[src/rtl/wb_result_stage_if.sv]
// Writeback-stage bundle: upstream control/data into the stage and the
// registered writeback outputs toward the register file.
interface wb_result_stage_if #(
  parameter int XLEN = 32
);
  logic            in_valid;
  logic            stall;
  logic            flush;
  logic [1:0]      ResultSrc;
  logic [XLEN-1:0] ALUResult;
  logic [XLEN-1:0] ReadData;
  logic [XLEN-1:0] PCPlus4;
  logic [XLEN-1:0] ImmExt;
  logic [2:0]      LoadFunct3;
  logic            RegWrite;
  logic [4:0]      Rd;
  logic [XLEN-1:0] Result_W;
  logic [4:0]      Rd_W;
  logic            RegWrite_W;
  logic            valid_W;

  modport master (
    output in_valid, stall, flush, ResultSrc, ALUResult, ReadData, PCPlus4,
           ImmExt, LoadFunct3, RegWrite, Rd,
    input  Result_W, Rd_W, RegWrite_W, valid_W
  );

  modport slave (
    input  in_valid, stall, flush, ResultSrc, ALUResult, ReadData, PCPlus4,
           ImmExt, LoadFunct3, RegWrite, Rd,
    output Result_W, Rd_W, RegWrite_W, valid_W
  );
endinterface

[src/rtl/wb_result_stage.sv]
// Writeback result stage: 4:1 result select, RV load byte-lane extraction and
// sign/zero extension, and the registered writeback bundle with stall/flush.
module wb_result_stage #(
  parameter int XLEN = 32,
  parameter int OFFW = $clog2(XLEN / 8)
) (
  input logic             clk,
  input logic             reset,
  wb_result_stage_if.slave wb
);

  typedef enum logic [1:0] {
    SRC_ALU  = 2'b00,
    SRC_LOAD = 2'b01,
    SRC_PC4  = 2'b10,
    SRC_IMM  = 2'b11
  } src_e;

  typedef enum logic [2:0] {
    F3_LB  = 3'b000,
    F3_LH  = 3'b001,
    F3_LW  = 3'b010,
    F3_LD  = 3'b011,
    F3_LBU = 3'b100,
    F3_LHU = 3'b101,
    F3_LWU = 3'b110,
    F3_RSV = 3'b111
  } ld_e;

  logic [OFFW-1:0] off;
  logic [7:0]      byte_lane;
  logic [15:0]     half_lane;
  logic [XLEN-1:0] lw_ext;
  logic [XLEN-1:0] lwu_ext;
  logic [XLEN-1:0] load_ext;
  logic [XLEN-1:0] result_sel;

  logic [XLEN-1:0] result_d, result_q;
  logic [4:0]      rd_d, rd_q;
  logic            regwrite_d, regwrite_q;
  logic            valid_d, valid_q;

  assign off = wb.ALUResult[OFFW-1:0];

  always_comb begin
    byte_lane = '0;
    for (int unsigned i = 0; i < XLEN / 8; i++) begin
      if (off == OFFW'(i)) byte_lane = wb.ReadData[8*i +: 8];
    end
  end

  // Halfword lane ignores off[0]: misaligned halves fall back to the lower lane.
  always_comb begin
    half_lane = '0;
    for (int unsigned i = 0; i < XLEN / 16; i++) begin
      if (off[OFFW-1:1] == (OFFW-1)'(i)) half_lane = wb.ReadData[16*i +: 16];
    end
  end

  generate
    if (XLEN == 64) begin : g_word64
      logic [31:0] word_lane;
      always_comb begin
        word_lane = off[OFFW-1] ? wb.ReadData[63:32] : wb.ReadData[31:0];
        lw_ext    = {{32{word_lane[31]}}, word_lane};
        lwu_ext   = {32'b0, word_lane};
      end
    end else begin : g_word32
      always_comb begin
        lw_ext  = wb.ReadData;
        lwu_ext = wb.ReadData;
      end
    end
  endgenerate

  always_comb begin
    load_ext = wb.ReadData;
    case (ld_e'(wb.LoadFunct3))
      F3_LB:   load_ext = {{(XLEN-8){byte_lane[7]}}, byte_lane};
      F3_LH:   load_ext = {{(XLEN-16){half_lane[15]}}, half_lane};
      F3_LW:   load_ext = lw_ext;
      F3_LBU:  load_ext = {{(XLEN-8){1'b0}}, byte_lane};
      F3_LHU:  load_ext = {{(XLEN-16){1'b0}}, half_lane};
      F3_LWU:  load_ext = lwu_ext;
      F3_LD:   load_ext = wb.ReadData;
      default: load_ext = wb.ReadData;
    endcase
  end

  always_comb begin
    result_sel = wb.ALUResult;
    case (src_e'(wb.ResultSrc))
      SRC_ALU:  result_sel = wb.ALUResult;
      SRC_LOAD: result_sel = load_ext;
      SRC_PC4:  result_sel = wb.PCPlus4;
      SRC_IMM:  result_sel = wb.ImmExt;
      default:  result_sel = wb.ALUResult;
    endcase
  end

  // Stall is applied at the register so a flush under stall is simply dropped.
  always_comb begin
    result_d   = result_q;
    rd_d       = rd_q;
    regwrite_d = regwrite_q;
    valid_d    = valid_q;
    if (wb.flush) begin
      result_d   = '0;
      rd_d       = '0;
      regwrite_d = 1'b0;
      valid_d    = 1'b0;
    end else begin
      result_d   = result_sel;
      rd_d       = wb.Rd;
      regwrite_d = wb.in_valid & wb.RegWrite & (wb.Rd != 5'd0);
      valid_d    = wb.in_valid;
    end
  end

  always_ff @(posedge clk) begin
    if (reset) begin
      result_q   <= '0;
      rd_q       <= '0;
      regwrite_q <= 1'b0;
      valid_q    <= 1'b0;
    end else if (!wb.stall) begin
      result_q   <= result_d;
      rd_q       <= rd_d;
      regwrite_q <= regwrite_d;
      valid_q    <= valid_d;
    end
  end

  assign wb.Result_W   = result_q;
  assign wb.Rd_W       = rd_q;
  assign wb.RegWrite_W = regwrite_q;
  assign wb.valid_W    = valid_q;

endmodule
[src/flat_wrapper.sv]
// flat-port wrapper written by rule: the top's interface ports become plain ports
module wb_result_stage_flat 
#(
  parameter int XLEN = 32,
  parameter int OFFW = $clog2(XLEN / 8)
)
  (clk, reset, wb_in_valid, wb_stall, wb_flush, wb_ResultSrc, wb_ALUResult, wb_ReadData, wb_PCPlus4, wb_ImmExt, wb_LoadFunct3, wb_RegWrite, wb_Rd, wb_Result_W, wb_Rd_W, wb_RegWrite_W, wb_valid_W);
  wb_result_stage_if #(.XLEN(XLEN)) wb_i ();
  input logic clk;
  input logic reset;
  input wire logic [$bits(wb_i.in_valid)-1:0] wb_in_valid;
  input wire logic [$bits(wb_i.stall)-1:0] wb_stall;
  input wire logic [$bits(wb_i.flush)-1:0] wb_flush;
  input wire logic [$bits(wb_i.ResultSrc)-1:0] wb_ResultSrc;
  input wire logic [$bits(wb_i.ALUResult)-1:0] wb_ALUResult;
  input wire logic [$bits(wb_i.ReadData)-1:0] wb_ReadData;
  input wire logic [$bits(wb_i.PCPlus4)-1:0] wb_PCPlus4;
  input wire logic [$bits(wb_i.ImmExt)-1:0] wb_ImmExt;
  input wire logic [$bits(wb_i.LoadFunct3)-1:0] wb_LoadFunct3;
  input wire logic [$bits(wb_i.RegWrite)-1:0] wb_RegWrite;
  input wire logic [$bits(wb_i.Rd)-1:0] wb_Rd;
  output wire logic [$bits(wb_i.Result_W)-1:0] wb_Result_W;
  output wire logic [$bits(wb_i.Rd_W)-1:0] wb_Rd_W;
  output wire logic [$bits(wb_i.RegWrite_W)-1:0] wb_RegWrite_W;
  output wire logic [$bits(wb_i.valid_W)-1:0] wb_valid_W;
  assign wb_i.in_valid = wb_in_valid;
  assign wb_i.stall = wb_stall;
  assign wb_i.flush = wb_flush;
  assign wb_i.ResultSrc = wb_ResultSrc;
  assign wb_i.ALUResult = wb_ALUResult;
  assign wb_i.ReadData = wb_ReadData;
  assign wb_i.PCPlus4 = wb_PCPlus4;
  assign wb_i.ImmExt = wb_ImmExt;
  assign wb_i.LoadFunct3 = wb_LoadFunct3;
  assign wb_i.RegWrite = wb_RegWrite;
  assign wb_i.Rd = wb_Rd;
  assign wb_Result_W = wb_i.Result_W;
  assign wb_Rd_W = wb_i.Rd_W;
  assign wb_RegWrite_W = wb_i.RegWrite_W;
  assign wb_valid_W = wb_i.valid_W;
  wb_result_stage #(.XLEN(XLEN), .OFFW(OFFW)) u_core (.clk(clk), .reset(reset), .wb(wb_i));
endmodule
[config.mk]
export PLATFORM = sky130hd
export DESIGN_NAME = wb_result_stage_flat
export DESIGN_NICKNAME = d
export VERILOG_FILES = /design/src/rtl/wb_result_stage_if.sv /design/src/rtl/wb_result_stage.sv /design/src/flat_wrapper.sv
export SDC_FILE = /design/constraint.sdc
export NUM_CORES = 1
export LEC_CHECK = 0
export ABC_CLOCK_PERIOD_IN_PS = 2350
export CAP_MARGIN = 20
export CORE_MARGIN = 4
export CORE_UTILIZATION = 35
export CTS_BUF_LIST = sky130_fd_sc_hd__clkbuf_16
export DETAILED_ROUTE_END_ITERATION = 16
export GPL_ROUTABILITY_DRIVEN = 0
export GPL_TIMING_DRIVEN = 1
export PLACE_DENSITY = 0.75
export SYNTH_ARGS = -nofsm -noshare
export SYNTH_HDL_FRONTEND = slang
export SYNTH_SLANG_ARGS = --single-unit
[constraint.sdc]
create_clock -name clk -period 2.35 [get_ports clk]
set_input_delay 0.47 -clock clk [delete_from_list [all_inputs] [get_ports clk]]
set_output_delay 0.47 -clock clk [all_outputs]
set_load 0.02 [all_outputs]
**After elaboration in Yosys (flattened, before gate mapping)**

Cells that the tools add are included.

- Flip-flop bits (word level): 39
- Latch bits: 0
- Bits in writable memories: 0
- ROM bits: 0
- Output and inout port bits: 39
- Logic and storage cells: 30
- Memories kept: 0

- Add/sub/neg operators: 0
- Multiply operators: 0
- Div/mod/pow operators: 0
- Magnitude comparators: 0
- Eq/ne operators: 9
- Shift-type cells: 0
- Muxes and demuxes: 11
- Bitwise logic cells: 2
- Reduce and logical (&&, ||, !) cells: 4

Operator list:

| kind | number |
|---|---|
| one-hot mux 32 bit (4 select lines) | 2 |
| two-way mux 32 bit | 1 |
| two-way mux 8 bit | 4 |
| two-way mux 16 bit | 1 |
| equality test 2 bit, second input constant | 4 |
| equality test 3 bit, second input constant | 2 |
| two-way mux 5 bit | 1 |
| nonzero test 5 bit | 1 |
| equality test 2 x 1 -> 1 bit, second input constant | 2 |
| zero test 2 bit | 2 |
| equality test 3 x 1 -> 1 bit, second input constant | 1 |
| zero test 3 bit | 1 |
| bitwise AND 1 bit | 2 |
| two-way mux 1 bit | 2 |

**Depth between registers and ports, before layout**

- Depth in word-level cells: 8
- Depth in mapped cells: 7
- Mapped depth without buffers: 4

**Least setup slack after synthesis**

No wires, ideal clock.

- Kind: input port to flip-flop
- Start: input port wb_stall
- End: register u_core.result_q[22] (netlist: u_core.wb.Result_W[22])
- Setup time: 79 ps
- Arrival: 1719 ps
- Path slack: 552 ps
- Cell stages on the path: 7
- Path through: buf_6 > or3_1 > buf_6 > nor3_4 > o21ai_2 > buf_6 > o22ai_2

RTL lines:

| item | RTL line | source |
|---|---|---|
| start: declaration | flat_wrapper.sv:12 | `input wire logic [$bits(wb_i.stall)-1:0] wb_stall;` |
| end signal: assignment | wb_result_stage.sv:127 | `result_q <= result_d;` |
| end: declaration | wb_result_stage.sv:38 | `logic [XLEN-1:0] result_d, result_q;` |

**Worst setup path in the final report**

- Start: input port wb_ALUResult[1]
- End: register u_core.result_q[15] (netlist: u_core.wb.Result_W[15])

- Word-level cells in the longest chain between the ends: 8
- Elaborated cells between the ends (all ways): 12

Ends and longest elaborated chain:

| item | RTL line | source |
|---|---|---|
| start: declaration | flat_wrapper.sv:15 | `input wire logic [$bits(wb_i.ALUResult)-1:0] wb_ALUResult;` |
| zero test 2 bit | wb_result_stage.sv:48 | `if (off == OFFW'(i)) byte_lane = wb.ReadData[8*i +: 8];` |
| two-way mux 8 bit (4 in series) | wb_result_stage.sv:48 |  |
| one-hot mux 32 bit (4 select lines) (*) | wb_result_stage.sv:78 | `case (ld_e'(wb.LoadFunct3))` |
| one-hot mux 32 bit (4 select lines) (*) | wb_result_stage.sv:92 | `case (src_e'(wb.ResultSrc))` |
| two-way mux 32 bit (*) | wb_result_stage.sv:107 | `if (wb.flush) begin` |

Every way passes the cells marked *; elsewhere a longest branch is shown, timed or not.
A chain may end at the register's enable or synchronous reset.

==> impl_results.md <==
* CP Capture Type: flop
* Leakage power at 1.93 nW
* Clk root buf: clkbuf_16
* Total Die Area at 9920 µm²
* Max incr delay on CP at 0.56 ns
* H-tree Lvls at 2
* Crit path kind: in2reg
* Mapped cell area at 2940 µm²
* Post-synth EDFFs at 0
* Chip width at 99.6 µm
* Synth area leader: dfxtp_1
* Top post-synthesis cells by count: dfxtp_1, nand2_1, mux2i_1, o21ai_0
* Largest net degree at the start of global routing at 42
* PostCTS Resize Cnt at 0
* Tcrit/Tclk final at 89.4%
* Initial DRT Pass Iterations at 5
* Area contributors post-synth: dfxtp_1, mux2i_1, o21ai_0
* GR Util All Layers at 24.0%
* Total grt overflow at 0
* Distinct cells, synth at 41
* Yosys top cell area share at 26.6%
* IO buf count at 182
* Post-place instance area at 4890 µm²
* Fraction of layout cells with a size suffix above 1 at 10.0%
* Final setup viols at 0
* Die height at 99.6 µm
* Mapped Cells at 367
* Mean Syn Cell Area at 8.00 µm²
* Core Area at 8180 µm²
* Antenna violations before repair at 0
* Sequential area share after synthesis at 26.6%
* Clk_lat worst skew at 0.28 ns
* Hpwl dp at 9230 µm
* Filler cell count at 731
* Clock skew at 0 ns
* Drt wl/cell at 18.7 µm
* Io pins at 183
* Syn Nets at 511
* Antenna Nets Post-Route at 0
* Crit path required time at 2.51 ns
* FP Rows at 33
* Final Power at 2.33 mW
* Ant diodes at 0
* Ys flop type: dfxtp_1
* Hold_buf cts at 0
* Slowest-stage cell, CP: clkdlybuf4s50_1
* Max-slew headroom at 67.1%
* Worst slew pin tran at 0.494 ns
* Initial Util at 35.9%
* CTS tree: yes
* HP Class: reg2reg
* Slew Viols, Final at 0
* Total CTS buffers at 5
* Vias in the first global route at 3789
* Hold Fails Final Rpt at 0
* Worst hold slack at 0.473 ns
* Total number of vias at 3648
* Arrival time at the worst endpoint at 2.26 ns
* Startpoint Class: primary input
* #FFs+latches synth at 39
* CP max FO at 20
* Nets@finish at 683
* Maximum VDD drop at 0.299 mV
* Async S/R FF share, synth at 0%
* Post-CTS setup buffers at 0
* Clock-pin slew on the worst setup and hold paths at 0.06 ns
* Most common cell in the netlist: dfxtp_1
* Starting DRT DRC Count at 188
* First-pass GRT wire length at 19300 µm
* RSZ-0062 raised after global routing: false
* MaxCap Viol Count at 0
* PD cells at 459 nW/µm²
* Area growth syn-to-layout at 72.9%
* CP Cell Sequence: clkdlybuf4s50_1 -> buf_12 -> mux2i_1 -> inv_1 -> a2111oi_0 -> o21ai_0
* FMAX at 476 MHz
* Routed WL at 12100 µm
* Remaining DRCs at 0
* Avg Vias per Cell at 5.66
* Total clock sinks at 39
* Core Util, Final at 62.1%
* Syn. warnings at 0
* Final Cell Area at 5080 µm²
* CTS max path bufs at 2
* Status: complete, no violations
* Min Tclk post-route at 2.10 ns
## flip-flops by register name (all words and copies together), names as in the netlist
| register | cells |
|---|---|
| u_core.wb.valid_W | 1 |
| u_core.wb.RegWrite_W | 1 |
| u_core.wb.Rd_W | 5 |
| u_core.wb.Result_W | 32 |
## final cells by class
class	instances	area, µm²	area share, %
timing repair buffer	203	1990	39.2
multi-input combinational	286	1970	38.8
sequential	39	781	15.4
tap	105	131	2.59
clock buffer	5	125	2.46
clock inverter	3	67.6	1.33
inverter	4	15.0	0.296
## placed cells by master (no fill, tap or decap), types with 2 or more instances in the layout
cell type,count
clkdlybuf4s50_1,179
dfxtp_1,39
nand2_1,36
o21ai_0,29
mux2i_1,29
a21oi_1,23
o22ai_1,22
nor2_1,21
buf_4,19
a21o_1,16
a32oi_1,16
a22oi_1,10
o221ai_1,10
o22ai_2,10
nand2b_1,9
o21a_1,9
mux2_2,7
nor2b_1,6
nor3b_1,6
a21boi_0,6
clkbuf_16,5
inv_1,3
o2111ai_1,3
buf_2,3
or3_1,2
a221oi_1,2
bufinv_16,2
buf_12,2
## worst paths after layout
kind,from,depth (start not counted),slack (ns),endpoint
setup / recovery,wb_ALUResult[1],6,0.25,u_core.wb.Result_W[15]
hold / removal,u_core.wb.RegWrite_W,2,0.47,u_core.wb.RegWrite_W
setup reg to reg,u_core.wb.Result_W[7],4,1.38,u_core.wb.Result_W[7]
hold reg to reg,u_core.wb.RegWrite_W,2,0.47,u_core.wb.RegWrite_W
## metal layers
metal	global-route usage, %	part of all wire, %	vias up
met1	29.6	41	1694
met4	7.88	2.7	0
li1	-	-	1740
met5	0	0	-
met3	6.94	9.5	30
met2	40.2	47	184
## stage by stage
stage / cells / TNS [ns] / setup slack (ns)
2_1_floorplan: 367 / 0 / 0.552
3_3_place_gp: 637 / 0 / 0.0569
3_5_place_dp: 637 / -0.00990 / -0.00487
4_1_cts: 645 / 0 / 0.287
5_1_grt: 645 / 0 / 0.0797
6_report: 645 / 0 / 0.250
## cell families (layout without fill, tap and decap cells)
kind of cell           Yosys count  count (layout)  synth area share [%]
AOI/OAI and AO/OA              163             163                  39.7
and+or+nand+nor                 86              86                  14.0
buffers and inverters           42             215                  6.43
DFF                             39              39                  26.6
muxes                           37              37                  13.3
## critical path, delay by kind of cell
kind / cells / cell delay, ns
AO/OA/AOI/OAI: 2 / 0.58
buffers and inverters: 3 / 0.83
multiplexers: 1 / 0.38
## power breakdown
group	internal [mW]	total [mW]	switching [mW]
sequential	0.693	0.711	0.0172
combinational	0.410	0.724	0.314
clock	0.609	0.898	0.289
Note: power is estimated with default switching activity, not from simulation.
